--- config.mk ---
export PLATFORM = sky130hd
export DESIGN_NAME = ddr3_cpu_req_frontend
export DESIGN_NICKNAME = d
export VERILOG_FILES = /design/src/rtl/ddr3_cpu_req_frontend.sv
export SDC_FILE = /design/constraint.sdc
export NUM_CORES = 1
export LEC_CHECK = 0
export BUFFER_PORTS_ARGS = -buffer_cell sky130_fd_sc_hd__buf_2
export CAP_MARGIN = 25
export CORE_UTILIZATION = 25
export DETAILED_ROUTE_END_ITERATION = 10
export PLACE_DENSITY = 0.41
export SLEW_MARGIN = 30
export SYNTH_ARGS = -nofsm -noshare
export SYNTH_HDL_FRONTEND = slang
export SYNTH_SLANG_ARGS = --single-unit
--- constraint.sdc ---
create_clock -name i_cpu_ck -period 4.8 [get_ports i_cpu_ck]
set_input_delay 0.24 -clock i_cpu_ck [delete_from_list [all_inputs] [get_ports i_cpu_ck]]
set_output_delay 0.24 -clock i_cpu_ck [all_outputs]
set_load 0.05 [all_outputs]
--- src/rtl/ddr3_cpu_req_frontend.sv ---
// ---------------------------------------------------------------------------
// ddr3_cpu_req_frontend
//   Host-side request front end of the DDR3 controller. CPU read/write
//   requests are accepted with a valid/ready handshake, queued in a small
//   FIFO and presented to the command engine, which pops the head with
//   i_req_ack. Read data coming back from the engine is registered and
//   returned to the CPU in request order.
//
// Handshake rules:
//   CPU side    : a request transfers on a rising edge where i_cpu_valid and
//                 o_cpu_data_rdy are both high. After every transfer ready
//                 is low for one cycle, so a CPU that keeps valid asserted
//                 until it sees ready drop transfers exactly once.
//   Engine side : o_req_valid marks a valid head; i_req_ack pops it on the
//                 rising edge. An ack while the FIFO is empty is ignored.
//
// Ports:
//   i_cpu_ck, i_cpu_reset             clock, synchronous active-high reset
//   i_cpu_valid/cmd/addr/wr_data      CPU request (cmd 1 = write, 0 = read)
//   o_cpu_data_rdy                    request can be accepted this cycle
//   o_cpu_rd_data(_valid)             read data to CPU, one-cycle pulse
//   o_req_valid/cmd/addr/wr_data      FIFO head toward the command engine
//   i_req_ack                         engine pops FIFO head
//   i_rd_data(_valid)                 read data from engine/PHY
//   o_err_unexp_rd                    sticky: read data with none outstanding
// ---------------------------------------------------------------------------
module ddr3_cpu_req_frontend #(
    parameter int ADDR_W      = 27,
    parameter int DATA_W      = 64,
    parameter int DEPTH       = 4,
    parameter int MAX_RD      = 4,
    parameter int INIT_CYCLES = 5000
) (
    input  logic              i_cpu_ck,
    input  logic              i_cpu_reset,
    input  logic              i_cpu_valid,
    input  logic              i_cpu_cmd,
    input  logic [ADDR_W-1:0] i_cpu_addr,
    input  logic [DATA_W-1:0] i_cpu_wr_data,
    output logic              o_cpu_data_rdy,
    output logic [DATA_W-1:0] o_cpu_rd_data,
    output logic              o_cpu_rd_data_valid,
    output logic              o_req_valid,
    output logic              o_req_cmd,
    output logic [ADDR_W-1:0] o_req_addr,
    output logic [DATA_W-1:0] o_req_wr_data,
    input  logic              i_req_ack,
    input  logic [DATA_W-1:0] i_rd_data,
    input  logic              i_rd_data_valid,
    output logic              o_err_unexp_rd
);

    localparam int CNT_W  = $clog2(DEPTH + 1);
    localparam int PTR_W  = (DEPTH > 1) ? $clog2(DEPTH) : 1;
    localparam int RD_W   = $clog2(MAX_RD + 1);
    localparam int INIT_W = (INIT_CYCLES > 1) ? $clog2(INIT_CYCLES) : 1;
    localparam int ENT_W  = 1 + ADDR_W + DATA_W;

    typedef enum logic {
        ST_INIT = 1'b0,
        ST_RUN  = 1'b1
    } state_t;

    state_t             state_q, state_d;
    logic [INIT_W-1:0]  init_cnt;
    logic [CNT_W-1:0]   count, count_d;
    logic [PTR_W-1:0]   wr_ptr, rd_ptr;
    logic [RD_W-1:0]    rd_out, rd_out_d;
    logic [ENT_W-1:0]   mem [DEPTH];

    logic accept, push, pop, rd_inc, rd_dec, rdy_d;

    function automatic logic [PTR_W-1:0] ptr_inc(input logic [PTR_W-1:0] p);
        return (p == PTR_W'(DEPTH - 1)) ? '0 : p + PTR_W'(1);
    endfunction

    // Handshake and bookkeeping events for this edge.
    assign accept = i_cpu_valid & o_cpu_data_rdy;
    assign push   = accept;
    assign pop    = i_req_ack & (count != '0);
    assign rd_inc = accept & ~i_cpu_cmd;
    // rd_out is always zero during INIT, so early returns are dropped here too.
    assign rd_dec = i_rd_data_valid & (rd_out != '0);

    // FSM next state: leave INIT once the init window has elapsed.
    always_comb begin
        state_d = state_q;
        if (state_q == ST_INIT && init_cnt == INIT_W'(INIT_CYCLES - 1)) begin
            state_d = ST_RUN;
        end
    end

    // Next-cycle FIFO occupancy, outstanding reads and ready.
    always_comb begin
        count_d  = count;
        rd_out_d = rd_out;
        case ({push, pop})
            2'b10:   count_d = count + CNT_W'(1);
            2'b01:   count_d = count - CNT_W'(1);
            default: count_d = count;
        endcase
        case ({rd_inc, rd_dec})
            2'b10:   rd_out_d = rd_out + RD_W'(1);
            2'b01:   rd_out_d = rd_out - RD_W'(1);
            default: rd_out_d = rd_out;
        endcase
        // Ready is registered, so it is derived from the post-edge values.
        // The !accept term blanks ready for the cycle after each transfer.
        rdy_d = (state_d == ST_RUN) && (count_d < CNT_W'(DEPTH)) &&
                (rd_out_d < RD_W'(MAX_RD)) && !accept;
    end

    always_ff @(posedge i_cpu_ck) begin
        if (i_cpu_reset) begin
            state_q             <= ST_INIT;
            init_cnt            <= '0;
            count               <= '0;
            wr_ptr              <= '0;
            rd_ptr              <= '0;
            rd_out              <= '0;
            o_cpu_data_rdy      <= 1'b0;
            o_cpu_rd_data       <= '0;
            o_cpu_rd_data_valid <= 1'b0;
            o_err_unexp_rd      <= 1'b0;
        end else begin
            state_q <= state_d;
            if (state_q == ST_INIT && state_d == ST_INIT) begin
                init_cnt <= init_cnt + INIT_W'(1);
            end
            count          <= count_d;
            rd_out         <= rd_out_d;
            o_cpu_data_rdy <= rdy_d;
            if (push) wr_ptr <= ptr_inc(wr_ptr);
            if (pop)  rd_ptr <= ptr_inc(rd_ptr);
            o_cpu_rd_data_valid <= rd_dec;
            if (rd_dec) o_cpu_rd_data <= i_rd_data;
            if (state_q == ST_RUN && i_rd_data_valid && rd_out == '0) begin
                o_err_unexp_rd <= 1'b1;
            end
        end
    end

    // Storage needs no reset: entries are only visible while counted valid.
    always_ff @(posedge i_cpu_ck) begin
        if (push) mem[wr_ptr] <= {i_cpu_cmd, i_cpu_addr, i_cpu_wr_data};
    end

    // Head fields read straight from storage; forced to zero while empty.
    assign o_req_valid = (count != '0);
    assign {o_req_cmd, o_req_addr, o_req_wr_data} = o_req_valid ? mem[rd_ptr] : '0;

endmodule
== Word level (Yosys, flattened, before mapping) ==
Memory sizes are Yosys's and may differ from the RTL's. A register that Yosys moved wholly into a read port is not among the register bits.
Cells that the tools add are included.
W data, S select, Z words.

* Flip-flop bits (word level): 91
* Bits in writable memories: 368
* Output and inout bits: 160
* Logic and storage cells: 55
* Memories kept: 1

{| class="wikitable"
|+ Memories
! name !! depth !! bits a word !! read ports !! clocked after memory_dff !! wr ports !! RTL line !! text
|-
| mem || 4 || 92 || 1 || 1 || 1 || 69 || <nowiki>logic [ENT_W-1:0] mem [DEPTH];</nowiki>
|}

* $add $sub $neg: 7
* Order comparisons: 2
* Equality and inequality tests: 7
* Multiplexer cells: 10
* Bitwise logic cells: 7
* Reduce and logical (&&, ||, !) cells: 11

{| class="wikitable"
|+ Operator list
! kind !! count
|-
| $mux W92 || 1
|-
| $add A13 B1 Y13 const B || 1
|-
| $eq A13 B13 Y1 const B || 1
|-
| $pmux W3 S2 || 2
|-
| $eq A2 B2 Y1 const B || 4
|-
| $mux W2 || 4
|-
| $logic_and A1 B1 Y1 || 7
|-
| $add A3 B1 Y3 const B || 2
|-
| $lt A3 B3 Y1 const B || 2
|-
| $reduce_bool A3 Y1 || 2
|-
| $sub A3 B1 Y3 const B || 2
|-
| $add A2 B1 Y2 const B || 2
|-
| $and A1 B1 Y1 || 4
|-
| $eq A2 B1 Y1 const B || 2
|-
| $logic_not A3 Y1 || 1
|-
| $mux W1 || 3
|-
| $not A1 Y1 || 3
|-
| $logic_not A1 Y1 || 1
|}

== Logic depth before layout (Yosys ltp) ==
Gate-level depths: netlist of the first run.

* Depth in word-level cells: 8
* Gate-level depth with buffers: 10

== Worst setup path after synthesis of the first run ==
OpenSTA, ideal clock, no wires.

* Path kind: register to register
* Start point: reg o_cpu_data_rdy
* End point: mem mem[0][0] (netlist name), enable pin
* Setup time: 0.461 ns
* Arrival time: 2.969 ns
* Setup slack: 1.370 ns
* Stages on the path, launching flop included: 2
* Clock period less this slack: 3.430 ns
* Cells stage by stage: dfxtp_1 and3_1

* Cells in the longest elaborated chain, start to end: 3

{| class="wikitable"
|+ RTL lines
! item !! RTL line !! text
|-
| start, declared || 40 || <nowiki>output logic o_cpu_data_rdy,</nowiki>
|-
| start signal, assigned || 132 || <nowiki>o_cpu_data_rdy <= rdy_d;</nowiki>
|-
| $and A1 B1 Y1 || 78 || <nowiki>assign accept = i_cpu_valid & o_cpu_data_rdy;</nowiki>
|-
| $mux W1 || 145 || <nowiki>if (push) mem[wr_ptr] <= {i_cpu_cmd, i_cpu_addr, i_cpu_wr_data};</nowiki>
|-
| $mux W1 (implied by the code) || 145 ||
|-
| end, declared || 69 ||
|}

Every way passes these cells.

==> qor.yml, run 1 <==
maxSlewHeadroom_pct: 40.6
start_kind: "register"
post-route-drc-count: 0
placedCellCount: 2214
clk_pin_slew_ps: 60
yosysWarningCount: 0
synthDistinctLibCells: 39
power_w: 0.00824
seqCellArea_sq_um: 12900
synth_nets: 1173
dieArea_sq_um: 70400
coreArea_sq_um: 68600
synth_edf_count: 368
p_per_area_nw_per_um2: 354
crit_arrival_ps: 2750
h-tree-depth: 2
cts_resized: 0
syn_avg_cell_area_sq_um: 17.3
vias: 10270
irDropWorstVdd_uv: 232
ctsHoldBuffers: 160
fp.dieW_microns: 265
insertion_delay_ps: 590
fp.dieH_microns: 265
io_pins: 321
setup_viol: 0
synth_seq_area_share_pct: 74.5
ant_nets: 0
hold_class: "input port to register"
gp_congestion: 0.705
start_util_pct: 25.3
area_growth_pct: 34.2
yosys.area_share.simple_pct: 8.18
grt_pass1_vias: 11053
synth_top_family_by_area: "multiplexers"
fin_crit_sh_pct: 62.3
synth_fa_ha_area_share_pct: 0.808
io_buffers: 320
cts_setup_buffers: 0
post_drt_wl_per_cell_microns: 17.6
cts.sinks: 461
num_rows: 96
fill_cells: 6744
synth-seq-cells: 461
post_layout_nonfiller_instances: 2471
max_freq_mhz: 335
hold_viol_final: 0
tightest_slew_ps: 892
cts_root_buffer: "clkbuf_16"
routed_via_density: 4.16
end_kind: "primary output"
netlist_instances: 1002
cts-buffers-inserted: 52
grt.total_usage_pct: 12.3
finalSetupTns_ps: 0
period_minus_slack_ps: 2990
overflow: 0
drtIter0Drc: 562
ys_async_sr_fraction_pct: 0
dp.final_hpwl_microns: 25900
maxCapViolCount: 0
slew_violations: 0
worstSetupPathType: "register to primary output"
rsz0062_at_grt: "false"
synth_top_area_share_pct: 63.7
ys.flop_type: "edfxtp_1"
power.leakage_nw: 8.31
grt_pass1_wl_microns: 66700
nNetsFinal: 1668
setup_ws_ps: 1810
post-route-util_pct: 33.9
antenna_found_initial: 4
synth.mux.area_fraction_pct: 12.2
synthTopCellsByArea: "edfxtp_1 64%, mux4_2 12%, dfxtp_1 11%, and2_1 3.4%, nand2_1 3.0%"
synth_xor_area_share_pct: 0.606
drive_gt1_share_pct: 33.8
drtPass1Iterations: 4
min_from: "i_cpu_addr[7]"
preCtsSetupSlack_ps: 2290
synth_area_sq_um: 17300
r2r_start: "count[1]"
multiInputGateArea_sq_um: 4200
critPathRequiredTime_ps: 4560
clk_path_buf_depth: 3
crit_fanout: 36
routed_wl_microns: 43500
synth-compound-area-share_pct: 2.28
status: "completed"
synth_largest_area_cell: "edfxtp_1"
fin_skew_ps: 7.87
cts_tree: "done"
grt_max_degree: 66
## cells in the mapped netlist, types with 3 or more instances
library cell	instances
clkbuf_1	23
xor2_1	6
nand2_1	138
dfxtp_1	93
and2_1	93
a21oi_1	72
xnor2_1	6
mux2i_1	3
inv_1	5
mux4_2	92
or3_1	3
ha_1	8
nand3_1	4
edfxtp_1	368
and3_1	5
nor2_1	20
buf_1	10
nor3_1	6
buf_2	22
## layout make-up
type | count | share of cell area (%)
inverter | 5 | 0.0806
tap | 931 | 5.01
sequential | 461 | 55.5
multi-input combinational | 481 | 18.1
antenna | 3 | 0.0323
timing repair buffer | 496 | 14.4
clock inverter | 25 | 0.677
clock buffer | 69 | 6.18
## registers in the layout, summed over array words and instances, names as in the netlist, 2 cells and up, named ones only
| signal | cells |
|---|---|
| mem | 368 |
| o_cpu_rd_data | 64 |
| init_cnt | 13 |
| count | 3 |
| rd_out | 3 |
| rd_ptr | 2 |
| wr_ptr | 2 |
## worst max-delay path: stages, from the launching register on
cell and delay, ps:
dfxtp_4 770, buf_12 390, mux4_2 540, and2_1 190, buf_2 210
## stage by stage
stage | hold slack [ps] | area (sq um)
floorplan | 339 | 17300
global placement | 440 | 20100
detailed placement | 443 | 20100
CTS | 354 | 23300
global route | 370 | 23300
finish | 410 | 23300
## layout by cell type (no fill, tap or decap), types with 13 or more instances in the layout
cell type and instances:
dlygate4sd3_1 160, clkbuf_16 54, nor2_1 20, buf_4 13, buf_2 320, and2_1 93, mux4_2 92, dfxtp_1 91
edfxtp_1 368, nand2_1 138, a21oi_1 72
## cells by family (layout without fill, tap and decap cells)
family | after synthesis | after routing
fa+ha+maj | 10 | 10
flops | 461 | 461
simple gates | 286 | 286
other cells | 0 | 3
compound gates | 77 | 77
mux | 96 | 96
xor+xnor | 12 | 12
buf+inv | 60 | 595
## power breakdown
group          switching, W  total (W)  internal, W
logic             0.0000886   0.000224     0.000136
clock network       0.00160    0.00371      0.00211
registers        0.00000194    0.00431      0.00431
## per-layer routing
| metal | share of wire (%) | GRT usage [%] | vias up |
|---|---|---|---|
| li1 | - | - | 4786 |
| met1 | 44 | 15.8 | 5148 |
| met2 | 47 | 20.5 | 273 |
| met3 | 6.7 | 3.54 | 59 |
| met4 | 1.6 | 2.84 | 4 |
| met5 | 0.060 | 0 | - |
## worst paths after layout
check        depth (start not counted)  slack [ps]                 to
max                                  4        1810  o_req_wr_data[55]
min                                  2         410         mem[3][71]
max reg2reg                          9        2310     o_cpu_data_rdy
min reg2reg                          2         450  o_cpu_rd_data[11]
Power figures use the tool's default switching activity.
==> inputs of run 2 (changes only) <==
Settings changed: PLACE_DENSITY 0.41 to 0.43.
Clock period 4.8 ns to 2.45 ns, I/O delays scaled along.
==> run 2 against run 1 <==
Compared with the run above: clock power rose by 100%; first-iteration DRC count fell by 13%; sequential power increased by 96%; critical path type unchanged; critical endpoint is now o_req_cmd; largest cell class unchanged; largest power group unchanged.
==> qor.yml, run 2 (synthesis gave the netlist of run 1 again) <==
crit_arrival_ps: 2230  # -520 ps
routed_via_density: 4.19  # +0.84%
fp.dieW_microns: 265  # unchanged
overflow: 0  # unchanged
start_util_pct: 25.3  # unchanged
cts.sinks: 461  # unchanged
setup_viol: 0  # unchanged
drtPass1Iterations: 4  # unchanged
coreArea_sq_um: 68600  # unchanged
dp.final_hpwl_microns: 25900  # +0.18%
grt_pass1_vias: 11233  # +1.6%
gp_congestion: 0.689  # -2.3%
maxCapViolCount: 0  # unchanged
dieArea_sq_um: 70400  # unchanged
clk_path_buf_depth: 3  # unchanged
setup_ws_ps: 97.5  # -1710 ps
vias: 10465  # +1.9%
critical_path.max_stage_delay_ps: 510  # -260 ps
rsz0062_at_grt: "true"
area_growth_pct: 38.7
crit_fanout: 10  # -72%
tightest_slew_ps: 722  # -170 ps
hold_class: "input port to register"
num_rows: 96  # unchanged
insertion_delay_ps: 590  # about the same
r2r_end: "o_cpu_data_rdy"
maxSlewHeadroom_pct: 51.9  # +11 points
end_kind: "primary output"
reg.largest.list: "mem: 368 flops, o_cpu_rd_data: 64 flops, init_cnt: 13 flops"
cts-buffers-inserted: 53  # +1.9%
antenna_found_initial: 2  # -2
start_kind: "register"
fin_crit_sh_pct: 96.0
post_drt_wl_per_cell_microns: 17.6  # about the same
status: "completed"
h-tree-depth: 2  # unchanged
power.leakage_nw: 8.56  # +3.0%
final_cell_mix: "368 x edfxtp_1, 272 x buf_2, 159 x dlygate4sd3_1, 138 x nand2_1, 92 x mux4_2"
io_pins: 321  # unchanged
io_buffers: 320  # unchanged
r2r_slack_ps: 240  # -2070 ps
r2r_cells: 9  # unchanged
post-route-util_pct: 35.1  # +1.1 points
final_common_cell: "edfxtp_1"
drtIter0Drc: 487  # -13%
largest_reg_flops: 368  # unchanged
max_freq_mhz: 425
cts_tree: "done"
fp.dieH_microns: 265  # unchanged
ant_nets: 0  # unchanged
cts_root_buffer: "clkbuf_16"
slew_violations: 0  # unchanged
post-route-drc-count: 0  # unchanged
grt_pass1_wl_microns: 66400  # -0.43%
whs_endpoint: "init_cnt[12]"
fin_skew_ps: 16.5  # +8.61 ps
path_cells: "buf_4, buf_16, mux4_2, and2_1, buf_2"
critPathRequiredTime_ps: 2330  # -2230 ps
regMostFlops: "mem"
min_from: "i_cpu_reset"
grt.total_usage_pct: 12.3  # -0.063 points
period_minus_slack_ps: 2350
r2r_start: "count[1]"
nNetsFinal: 1693  # +1.5%
irDropWorstVdd_uv: 483  # +110%
hold_viol_final: 0  # unchanged
hold_path_depth: 2  # unchanged
routed_wl_microns: 43900  # +0.97%
preCtsSetupSlack_ps: 254  # -2030 ps
drive_gt1_share_pct: 35.3  # +1.6 points
p_per_area_nw_per_um2: 681  # +92%
clk_pin_slew_ps: 50  # about the same
grt_max_degree: 95  # +44%
worstSetupPathType: "register to primary output"
cp_slowest_cell: "mux4_2"
==> run 2: cell count changes in the layout (fill, tap and decap cells not counted), sizes merged <==
cell	delta
buf	+22
clkbuf	+10
clkinv	-6
bufinv	+2
diode	-2
bufbuf	+1
dlygate4sd3	-1
==> run 2: stage by stage <==
step / TNS, ps / total power [W] / hold WS (ps) / std cells / instance area (sq um)
4_1_cts: -332 / 0.0167 / 10.7 / 2490 / 23900
6_report: 0 / 0.0164 / 35.8 / 2497 / 24000
3_5_place_dp: 0 / 0.00884 / 339 / 2229 / 20300
3_3_place_gp: 0 / 0.00883 / 340 / 2229 / 20300
5_1_grt: -10.8 / 0.0170 / 54.3 / 2496 / 24000
2_1_floorplan: 0 / 0.00864 / 221 / 1002 / 17300
==> run 2: cell type report <==
class	instances	area, sq um
antenna	1	2.50
clock buffer	77	1470
clock inverter	21	176
fill	6621	44500
inverter	5	18.8
multi-input combinational	481	4230
sequential	461	12900
tap	931	1160
timing repair buffer	520	4060
==> run 2: how the worst max path moves through the flow <==
stage | start | end | slack (ps)
global route | register | o_req_addr[17] | -6
floorplan | o_cpu_data_rdy | mem[0][0] | 40
CTS | register | o_req_addr[13] | -50
finish | register | o_req_cmd | 100
detailed placement | count[0] | o_cpu_data_rdy | 250
global placement | count[1] | o_cpu_data_rdy | 220
==> run 2: timing repair <==
| action | 4_1_cts | 5_1_grt |
|---|---|---|
| hold endpoints to repair | 437 | 0 |
| endpoints found under the setup margin | 50 | 63 |
| hold buffers | 159 | 0 |
| resized for setup | 96 | 5 |
| gates cloned | 2 | 2 |
| buffers inserted | 2 | 4 |
==> run 2: critical path, delay by kind of cell, from the launching register on <==
family / cells / cell delay (ps)
buffers and inverters: 3 / 520
flip-flops: 1 / 390
AND/OR/NAND/NOR: 1 / 210
multiplexers: 1 / 510
==> run 2: where the power goes <==
part	total, W	switching (W)	leakage [nW]	internal, W
Sequential	0.00844	0.00000390	4.06	0.00844
Clock	0.00749	0.00311	0.811	0.00439
Combinational	0.000435	0.000169	3.69	0.000266
==> run 2: per-layer routing <==
metal  up-vias  track usage (%)  part of all wire [%]  routed length [microns]
li1       4846                -                     -                        -
met1      5272             15.9                    45                    19600
met2       288             20.2                    47                    20800
met3        57             3.40                   6.2                     2720
met4         2             2.91                   1.7                      737
met5         -                0                 0.030                       13
